==> config.mk <==
export PLATFORM = sky130hd
export DESIGN_NAME = c1541_gcr
export DESIGN_NICKNAME = d
export VERILOG_FILES = /design/src/rtl/c1541_gcr.sv
export SDC_FILE = /design/constraint.sdc
export NUM_CORES = 1
export LEC_CHECK = 0
export BUFFER_PORTS_ARGS = -buffer_cell sky130_fd_sc_hd__buf_2
export CORE_MARGIN = 5
export CORE_UTILIZATION = 41
export CTS_BUF_LIST = sky130_fd_sc_hd__clkbuf_2 sky130_fd_sc_hd__clkbuf_4 sky130_fd_sc_hd__clkbuf_8
export DETAILED_ROUTE_END_ITERATION = 12
export MAX_ROUTING_LAYER = met4
export PLACE_DENSITY = 0.56
export RECOVER_POWER = 50
export SYNTH_ARGS = -nofsm -noshare
export SYNTH_HDL_FRONTEND = slang
export SYNTH_SLANG_ARGS = --single-unit
==> constraint.sdc <==
create_clock -name clk -period 4.7 [get_ports clk]
set_input_delay 0.705 -clock clk [delete_from_list [all_inputs] [get_ports clk]]
set_output_delay 0.705 -clock clk [all_outputs]
set_load 0.005 [all_outputs]
==> src/rtl/c1541_gcr.sv <==
`default_nettype none
// ============================================================================
// Module   : c1541_gcr
// Brief    : 1541 data separator and GCR byte framer (read and write paths).
//            Define C1541_GCR_WPROT_EN to gate writes with wps_n.
// Revision : 1.0
// ============================================================================
module c1541_gcr #(
  parameter int BYTE_N_LEN     = 16,
  parameter int FLUX_PULSE_LEN = 8
) (
  input  logic       clk,
  input  logic       reset,
  input  logic       mtr,
  input  logic       mode,
  input  logic       soe,
  input  logic       wps_n,
  input  logic [1:0] speed_zone,
  input  logic       flux_in,
  input  logic [7:0] din,
  output logic [7:0] dout,
  output logic       sync_n,
  output logic       byte_n,
  output logic       wr_flux,
  output logic       wr_en
);

  localparam logic [3:0] UE7_TOP = 4'hF;
  localparam logic [7:0] BN_LOAD = 8'(BYTE_N_LEN - 1);
  localparam logic [4:0] FL_LOAD = 5'(FLUX_PULSE_LEN - 1);

  logic       tick16;
  logic [3:0] ue7;
  logic [3:0] uf4;
  logic       flux_d;
  logic       mode_d;
  logic [9:0] shreg;
  logic [7:0] wr_sh;
  logic [2:0] bitcnt;
  logic       byte_go;
  logic       byte_rd;
  logic       flux_go;
  logic [7:0] bn_cnt;
  logic [4:0] fl_cnt;

  logic       carry;
  logic       flux_rise;
  logic       bit_clk;
  logic       rd_bit;
  logic [9:0] shreg_nxt;
  logic       sync_now;
  logic       wrap;
  logic       mode_chg;
  logic [7:0] wr_word;
  logic       wr_msb;
  logic       wr_allow;

`ifdef C1541_GCR_WPROT_EN
  assign wr_allow = wps_n;
`else
  logic unused_wps;
  assign unused_wps = wps_n;
  assign wr_allow   = 1'b1;
`endif

  // A flux edge re-phases the separator and suppresses any coincident bit clock.
  always_comb begin
    carry     = tick16 & (ue7 == UE7_TOP);
    flux_rise = mtr & mode & flux_in & ~flux_d;
    bit_clk   = mtr & carry & ~flux_rise & (uf4[1:0] == 2'b01);
    rd_bit    = (uf4[3:2] == 2'b00);
    shreg_nxt = {shreg[8:0], rd_bit};
    sync_now  = mode & (&shreg_nxt);
    wrap      = bit_clk & ~sync_now & (bitcnt == 3'd7);
    mode_chg  = mode ^ mode_d;
    wr_word   = (bitcnt == 3'd0) ? din : wr_sh;
    wr_msb    = wr_word[7];
  end

  always_ff @(posedge clk or posedge reset) begin
    if (reset) begin
      tick16 <= 1'b0;
      ue7    <= 4'd0;
      uf4    <= 4'd0;
      flux_d <= 1'b0;
      mode_d <= 1'b0;
      wr_en  <= 1'b0;
    end else begin
      tick16 <= ~tick16;
      flux_d <= flux_in;
      mode_d <= mode;
      wr_en  <= ~mode & mtr & wr_allow;
      if (!mtr) begin
        ue7 <= 4'd0;
        uf4 <= 4'd0;
      end else if (flux_rise) begin
        ue7 <= {2'b00, speed_zone};
        uf4 <= 4'd0;
      end else if (tick16) begin
        if (ue7 == UE7_TOP) begin
          ue7 <= {2'b00, speed_zone};
          uf4 <= uf4 + 4'd1;
        end else begin
          ue7 <= ue7 + 4'd1;
        end
      end
    end
  end

  always_ff @(posedge clk or posedge reset) begin
    if (reset) begin
      shreg   <= 10'd0;
      wr_sh   <= 8'd0;
      bitcnt  <= 3'd0;
      byte_go <= 1'b0;
      byte_rd <= 1'b0;
      flux_go <= 1'b0;
    end else if (!mtr || mode_chg) begin
      shreg   <= 10'd0;
      wr_sh   <= 8'd0;
      bitcnt  <= 3'd0;
      byte_go <= 1'b0;
      byte_rd <= 1'b0;
      flux_go <= 1'b0;
    end else begin
      byte_go <= wrap;
      byte_rd <= wrap & mode;
      flux_go <= bit_clk & ~mode & wr_msb;
      if (bit_clk) begin
        if (mode) begin
          shreg  <= shreg_nxt;
          bitcnt <= sync_now ? 3'd0 : bitcnt + 3'd1;
        end else begin
          wr_sh  <= {wr_word[6:0], 1'b0};
          bitcnt <= bitcnt + 3'd1;
        end
      end
    end
  end

  // sync_n looks at the settled shift register, so it trails the bit clock by one clk.
  always_ff @(posedge clk or posedge reset) begin
    if (reset) begin
      sync_n <= 1'b1;
    end else if (!mtr || !mode) begin
      sync_n <= 1'b1;
    end else begin
      sync_n <= ~(&shreg);
    end
  end

  always_ff @(posedge clk or posedge reset) begin
    if (reset) begin
      dout   <= 8'd0;
      byte_n <= 1'b1;
      bn_cnt <= 8'd0;
    end else begin
      if (byte_rd && mtr) begin
        dout <= shreg[7:0];
      end
      if (!mtr) begin
        byte_n <= 1'b1;
        bn_cnt <= 8'd0;
      end else if (byte_go && soe) begin
        byte_n <= 1'b0;
        bn_cnt <= BN_LOAD;
      end else if (!byte_n) begin
        if (bn_cnt == 8'd0) begin
          byte_n <= 1'b1;
        end else begin
          bn_cnt <= bn_cnt - 8'd1;
        end
      end
    end
  end

  always_ff @(posedge clk or posedge reset) begin
    if (reset) begin
      wr_flux <= 1'b0;
      fl_cnt  <= 5'd0;
    end else if (!mtr) begin
      wr_flux <= 1'b0;
      fl_cnt  <= 5'd0;
    end else if (flux_go && wr_allow) begin
      wr_flux <= 1'b1;
      fl_cnt  <= FL_LOAD;
    end else if (wr_flux) begin
      if (fl_cnt == 5'd0) begin
        wr_flux <= 1'b0;
      end else begin
        fl_cnt <= fl_cnt - 5'd1;
      end
    end
  end

endmodule
`default_nettype wire
==> results of run 1 <==
flip-flops by register name (all words and copies together), names as in the netlist, 3 cells and up:
name and flops:
uf4 4, bitcnt 3, wr_sh 7, fl_cnt 5
shreg 10, ue7 4, bn_cnt 8, dout 8
logic make-up (layout without fill, tap and decap cells):
logic type,after synthesis,in the layout,share of synthesized area
fa+ha+maj,9,9,0.0405
mux,21,21,0.0761
flops,59,59,0.532
compound gates,44,44,0.111
simple gates,86,86,0.161
xor+xnor,11,11,0.0347
buf+inv,28,66,0.0446
cells in the mapped netlist (all sizes together), types with 2 or more instances:
library cell and count:
nor4 2, a211oi 2, and2 3, dfstp 2
buf 4, or4 2, nand2 30, o2bb2ai 7
or4b 2, o21a 5, nand4 3, ha 9
nand2b 2, nand3 6, nor4b 3, a21oi 10
o31ai 2, mux2i 20, dfrtp 57, nor2 17
and3 2, nor3 7, o21ai 10, xor2 5
clkbuf 3, a22o 2, xnor2 6, inv 21
report_power, final:
part	total (µW)	internal, µW	switching (µW)
combinational	48.3	16.5	31.8
sequential	517	513	3.97
clock	465	276	189
total	1030	805	225
metrics by stage:
stage               total power, µW  area [µm²]   util  worst slack [ns]  cells
floorplan                       557        2780      -              2.54    258
global placement                576        2990  0.447              2.19    360
detailed placement              576        2990  0.447              2.20    360
CTS                            1050        3190  0.477              2.53    376
global route                   1080        3180  0.477              1.94    376
finish                         1030        3180  0.477              2.14    376
worst min path at each step:
stage,startpoint,end,slack (ns),cells after the start
2_1_floorplan,shreg[9]$_DFFE_PP0P_,sync_n$_DFF_PP1_,0.40,1
3_3_place_gp,shreg[9]$_DFFE_PP0P_,sync_n$_DFF_PP1_,0.42,1
3_5_place_dp,shreg[9]$_DFFE_PP0P_,sync_n$_DFF_PP1_,0.42,1
4_1_cts,reset,dout[3]$_DFFE_PP0P_,0.35,2
5_1_grt,shreg[9]$_DFFE_PP0P_,sync_n$_DFF_PP1_,0.46,1
6_report,shreg[9]$_DFFE_PP0P_,sync_n$_DFF_PP1_,0.43,1
routing by layer:
layer	up-vias	share of wire
met4	0	0.012
met1	931	0.50
li1	963	-
met3	6	0.038
met2	39	0.45
met5	-	0
worst max-delay path, stage by stage:
cell and delay, ns:
clkbuf_1 0.51, inv_1 0.41, nor3_1 0.67, o21ai_0 0.19, a32o_1 0.28
final cells by class:
class	instances	area (µm²)	area share
clock buffer	13	160	0.0503
tap	80	100	0.0314
clock inverter	3	40.0	0.0126
sequential	59	1480	0.464
multi-input combinational	171	1180	0.371
timing repair buffer	29	146	0.0460
inverter	21	78.8	0.0248
cells in the final DEF (no fill, tap or decap), types with 3 or more instances in the layout:
cell,Yosys,routed
nand2_1,29,29
dfrtp_1,57,57
clkbuf_8,0,10
o2bb2ai_1,7,7
nor2_1,17,17
inv_1,21,21
clkbuf_4,0,3
nor3_1,7,7
buf_2,0,24
xor2_1,5,5
nand3_1,6,6
and2_1,3,3
mux2i_1,20,20
o21ai_0,10,10
xnor2_1,6,6
clkbuf_1,3,3
nand4_1,3,3
nor4b_1,3,3
a21oi_1,10,10
ha_1,9,9
o21a_1,5,5
==> flow_metrics.tcl, run 1 <==
set metrics [dict create \
    status "finished, final reports clean" \
    r2r-start "ue7[0]$_DFFE_PP0P_" \
    fin_crit_sh 0.545 \
    post_cts_resized 0 \
    grt_first_pass_wirelength_um 9110 \
    cts_hold_buf 0 \
    p_per_area_nw_per_um2 323 \
    synthCells 258 \
    final-max-slew-violation-count 0 \
    setup_violations 0 \
    drtIter0Drc 64 \
    worstMarginPinSlew_ns 0.902 \
    gr-total-overflow 0 \
    cp.required_ns 4.91 \
    die_w_um 92.3 \
    viasPerCell 5.16 \
    r2r_slack_ns 2.73 \
    synth.distinct_cells 47 \
    finalHoldViolCount 0 \
    ir_drop_mv 0.134 \
    timing.rr.end "bitcnt[0]$_DFFE_PP0P_" \
    start_util 0.416 \
    h-tree-depth 3 \
    rows 30 \
    gp_congestion 0.729 \
    cts_tree "yes" \
    met2_usage 0.202 \
    cap_viol_max_count 0 \
    fillCellCount 647 \
    grt_pass1_vias 1976 \
    drt-total-wl_um 5210 \
    dpl.hpwl_um 3690 \
    hp-class "register to register" \
    top_usage_layer "met2" \
    root_buffer "clkbuf_8" \
    power.leakage_uw 0.00158 \
    endpoint "ue7[3]$_DFFE_PP0P_" \
    vias 1939 \
    whs_ns 0.430 \
    ys_top_cells_by_area "dfrtp_1 51%, mux2i_1 7.2%, ha_1 4.1%, nand2_1 3.9%, inv_1 2.8%" \
    dieArea_um2 8520 \
    die_y_um 92.3 \
    synth_area_leader_cell "dfrtp_1" \
    area_growth_pct 14.6 \
    dr.pass1.iters 5 \
    r2r_cells 5 \
    core_um2 6680 \
    finalSetupTns_ns 0 \
    synth-edff-count 0 \
    clockBufferDepth 2 \
    syn-cell-area_um2 2780 \
    cp.arrival_ns 2.77 \
    grt_usage 0.139 \
    drive_above_1_share 0.182 \
    synthArstFlopShare 1.00 \
    worstPathMaxFanout 15 \
    end_kind "register" \
    synth_top_area_share 0.514 \
    clock_latency_ns 0.32 \
    synthesis.nets 284 \
    ant_nets 0 \
    portBuffers 27 \
    cp-startpoint "mtr" \
    path_clk_slew_ns 0.06 \
    cts_setup_buffers 0 \
    io_pins 29 \
    grt_start_max_net_pins 43 \
    grt_util_met1 0.183 \
    numCtsBuffers 9 \
    ys_seq_area_frac 0.532 \
    ys_ff_latch 59 \
    yosys_warnings 0 \
    avgRoutedWirePerCell_um 13.9 \
    antenna_cells 0 \
    relSlewSlack 0.397 \
    use_met3 0.0341 \
    rsz0062_at_grt "false" \
    start_kind "input pin" \
    antenna_found_initial 0 \
    drc 0 \
    cts.sinks 59 \
    final_nets 317 \
    timing.fmax_mhz 391 \
    min_period_ns 2.56 \
    synth_flop_cell "dfrtp_1" \
    syn_area_per_cell_um2 10.8 \
    skew_ns 0.00611 \
    setup.worst_path.class "input pin to register" \
]
Note: power is estimated with default switching activity, not from simulation.
==> run 2: changes to the inputs <==
--- a/config.mk
+++ b/config.mk
@@ -11,7 +11,7 @@
 export CTS_BUF_LIST = sky130_fd_sc_hd__clkbuf_2 sky130_fd_sc_hd__clkbuf_4 sky130_fd_sc_hd__clkbuf_8
 export DETAILED_ROUTE_END_ITERATION = 12
 export MAX_ROUTING_LAYER = met4
-export PLACE_DENSITY = 0.56
+export PLACE_DENSITY = 0.58
 export RECOVER_POWER = 50
 export SYNTH_ARGS = -nofsm -noshare
 export SYNTH_HDL_FRONTEND = slang
==> constraint.sdc (replaced) <==
create_clock -name clk -period 2.2 [get_ports clk]
set_input_delay 0.33 -clock clk [delete_from_list [all_inputs] [get_ports clk]]
set_output_delay 0.33 -clock clk [all_outputs]
set_load 0.005 [all_outputs]
==> run 2 against run 1 <==
Compared with the run above:
- combinational power up 120%
- register-to-register slack worse by 2.4 ns
- final cell count up 0.80%
- total power up 130%
==> flow_metrics.tcl, run 2 (synthesis results as in run 1) <==
set metrics [dict create \
    worstMarginPinSlew_ns 1.45 \
    relSlewSlack 0.0327 \
    end_kind "register" \
    cts_setup_buffers 0 \
    multi_input_area_um2 1180 \
    final_nets 320 \
    numCtsBuffers 9 \
    clock_latency_ns 0.34 \
    finalHoldViolCount 0 \
    gp_congestion 0.751 \
    fillCellCount 643 \
    cp.buffers_inverters 0 \
    cp_top_family "compound AO/OA/AOI/OAI gates" \
    timing.rr.end "bitcnt[0]$_DFFE_PP0P_" \
    cts.sinks 59 \
    dr.pass1.iters 4 \
    cts_hold_buf 0 \
    h-tree-depth 3 \
    crit_chain "ha_1 -> and4_1 -> nand2_4 -> a2111oi_2 -> mux2_2" \
    drive_above_1_share 0.191 \
    die_y_um 92.3 \
    avgRoutedWirePerCell_um 14.0 \
    rows 30 \
    grt_usage 0.144 \
    gr-total-overflow 0 \
    regArea_um2 1480 \
    drtIter0Drc 116 \
    power.share.clock 0.489 \
    min_period_ns 1.92 \
    ir_drop_mv 0.307 \
    viasPerCell 5.19 \
    setup_ws_ns 0.280 \
    drt-total-wl_um 5320 \
    clockBufferDepth 2 \
    p_int_uw 1870 \
    cts_tree "yes" \
    core_um2 6680 \
    start_kind "register" \
    cap_viol_max_count 0 \
    dpl.hpwl_um 3610 \
    die_w_um 92.3 \
    sequentialPowerShare 0.466 \
    grt_start_max_net_pins 60 \
    root_buffer "clkbuf_8" \
    portBuffers 27 \
    worstPathMaxFanout 6 \
    setup.worst_path.class "register to register" \
    top_regs "shreg x10, bn_cnt x8, dout x8" \
    grt_pass1_vias 1904 \
    min_path_cells 1 \
    r2r-start "ue7[0]$_DFFE_PP0P_" \
    layout_common_cells "57 x dfrtp_1, 29 x nand2_1, 24 x buf_2" \
    top_register "shreg" \
    r2r_cells 5 \
    vias 1966 \
    finalSetupTns_ns 0 \
    grt_first_pass_wirelength_um 9210 \
    dp.cells 363 \
    netSwitchingPower_uw 497 \
    skew_ns 0.0108 \
    p_total_uw 2370 \
    status "finished, final reports clean" \
    path_clk_slew_ns 0.07 \
    power.leakage_uw 0.00161 \
    ant_nets 0 \
    final_common_cell "dfrtp_1" \
    io_pins 29 \
    combPwrFrac 0.045 \
    switching_share 0.210 \
    area_growth_pct 16.6 \
    rsz0062_at_grt "false" \
    setup_violations 0 \
    cp_slowest_stage_delay_ns 0.51 \
    timing.fmax_mhz 521 \
    finalNonFillerCells 379 \
    post_cts_resized 0 \
    fin_util 0.485 \
    dieArea_um2 8520 \
    dp_slack_ns 0.292 \
    largest_reg_flops 10 \
    start_util 0.416 \
    antenna_cells 0 \
    hp-class "input pin to register" \
    fin_crit_sh 0.873 \
    p_per_area_nw_per_um2 731 \
    antenna_found_initial 0 \
    cp.arrival_ns 2.20 \
    final-max-slew-violation-count 0 \
    r2r_slack_ns 0.28 \
    cp.required_ns 2.48 \
    slowest_stage "a2111oi_2" \
    whs_endpoint "flux_d$_DFF_PP0_" \
    drc 0 \
    min-delay-start "flux_in" \
]
run 2: power groups by stage:
stage / Combinational, µW / Clock [µW] / Sequential, µW
after floorplan: 67.5 / 0 / 1120
after global placement: 112 / 0 / 1120
after detailed placement: 113 / 0 / 1120
after CTS: 113 / 1190 / 1100
after global routing: 120 / 1250 / 1100
final: 106 / 1160 / 1100
run 2: how the worst max path moves through the flow:
stage	to	startpoint	cells after the start	slack, ns
finish	bitcnt[0]$_DFFE_PP0P_	ue7[0]$_DFFE_PP0P_	5	0.28
global route	bitcnt[0]$_DFFE_PP0P_	ue7[0]$_DFFE_PP0P_	5	0.13
floorplan	bitcnt[0]$_DFFE_PP0P_	reset	1	0.42
global placement	bitcnt[0]$_DFFE_PP0P_	ue7[0]$_DFFE_PP0P_	5	0.33
detailed placement	bitcnt[0]$_DFFE_PP0P_	ue7[0]$_DFFE_PP0P_	5	0.29
CTS	bitcnt[0]$_DFFE_PP0P_	ue7[0]$_DFFE_PP0P_	5	0.26
run 2: area by class of cell:
cell class	instances	area share
Clock inverter	2	0.0185
Sequential cell	59	0.457
Timing Repair Buffer	32	0.0514
Inverter	21	0.0243
Tap cell	80	0.0309
Multi-Input combinational cell	171	0.364
Clock buffer	14	0.0537
run 2: layer usage:
layer	up-vias	track usage	share of wire
met5	-	-	0
met4	0	0.0681	0.016
met3	11	0.0504	0.052
met2	38	0.201	0.44
met1	945	0.186	0.50
li1	972	-	-
run 2: through the flow:
step	hold WS (ns)	instance area, µm²
2_1_floorplan	0.361	2780
3_3_place_gp	0.421	3020
3_5_place_dp	0.419	3020
4_1_cts	0.0435	3260
5_1_grt	0.128	3240
6_report	0.150	3240
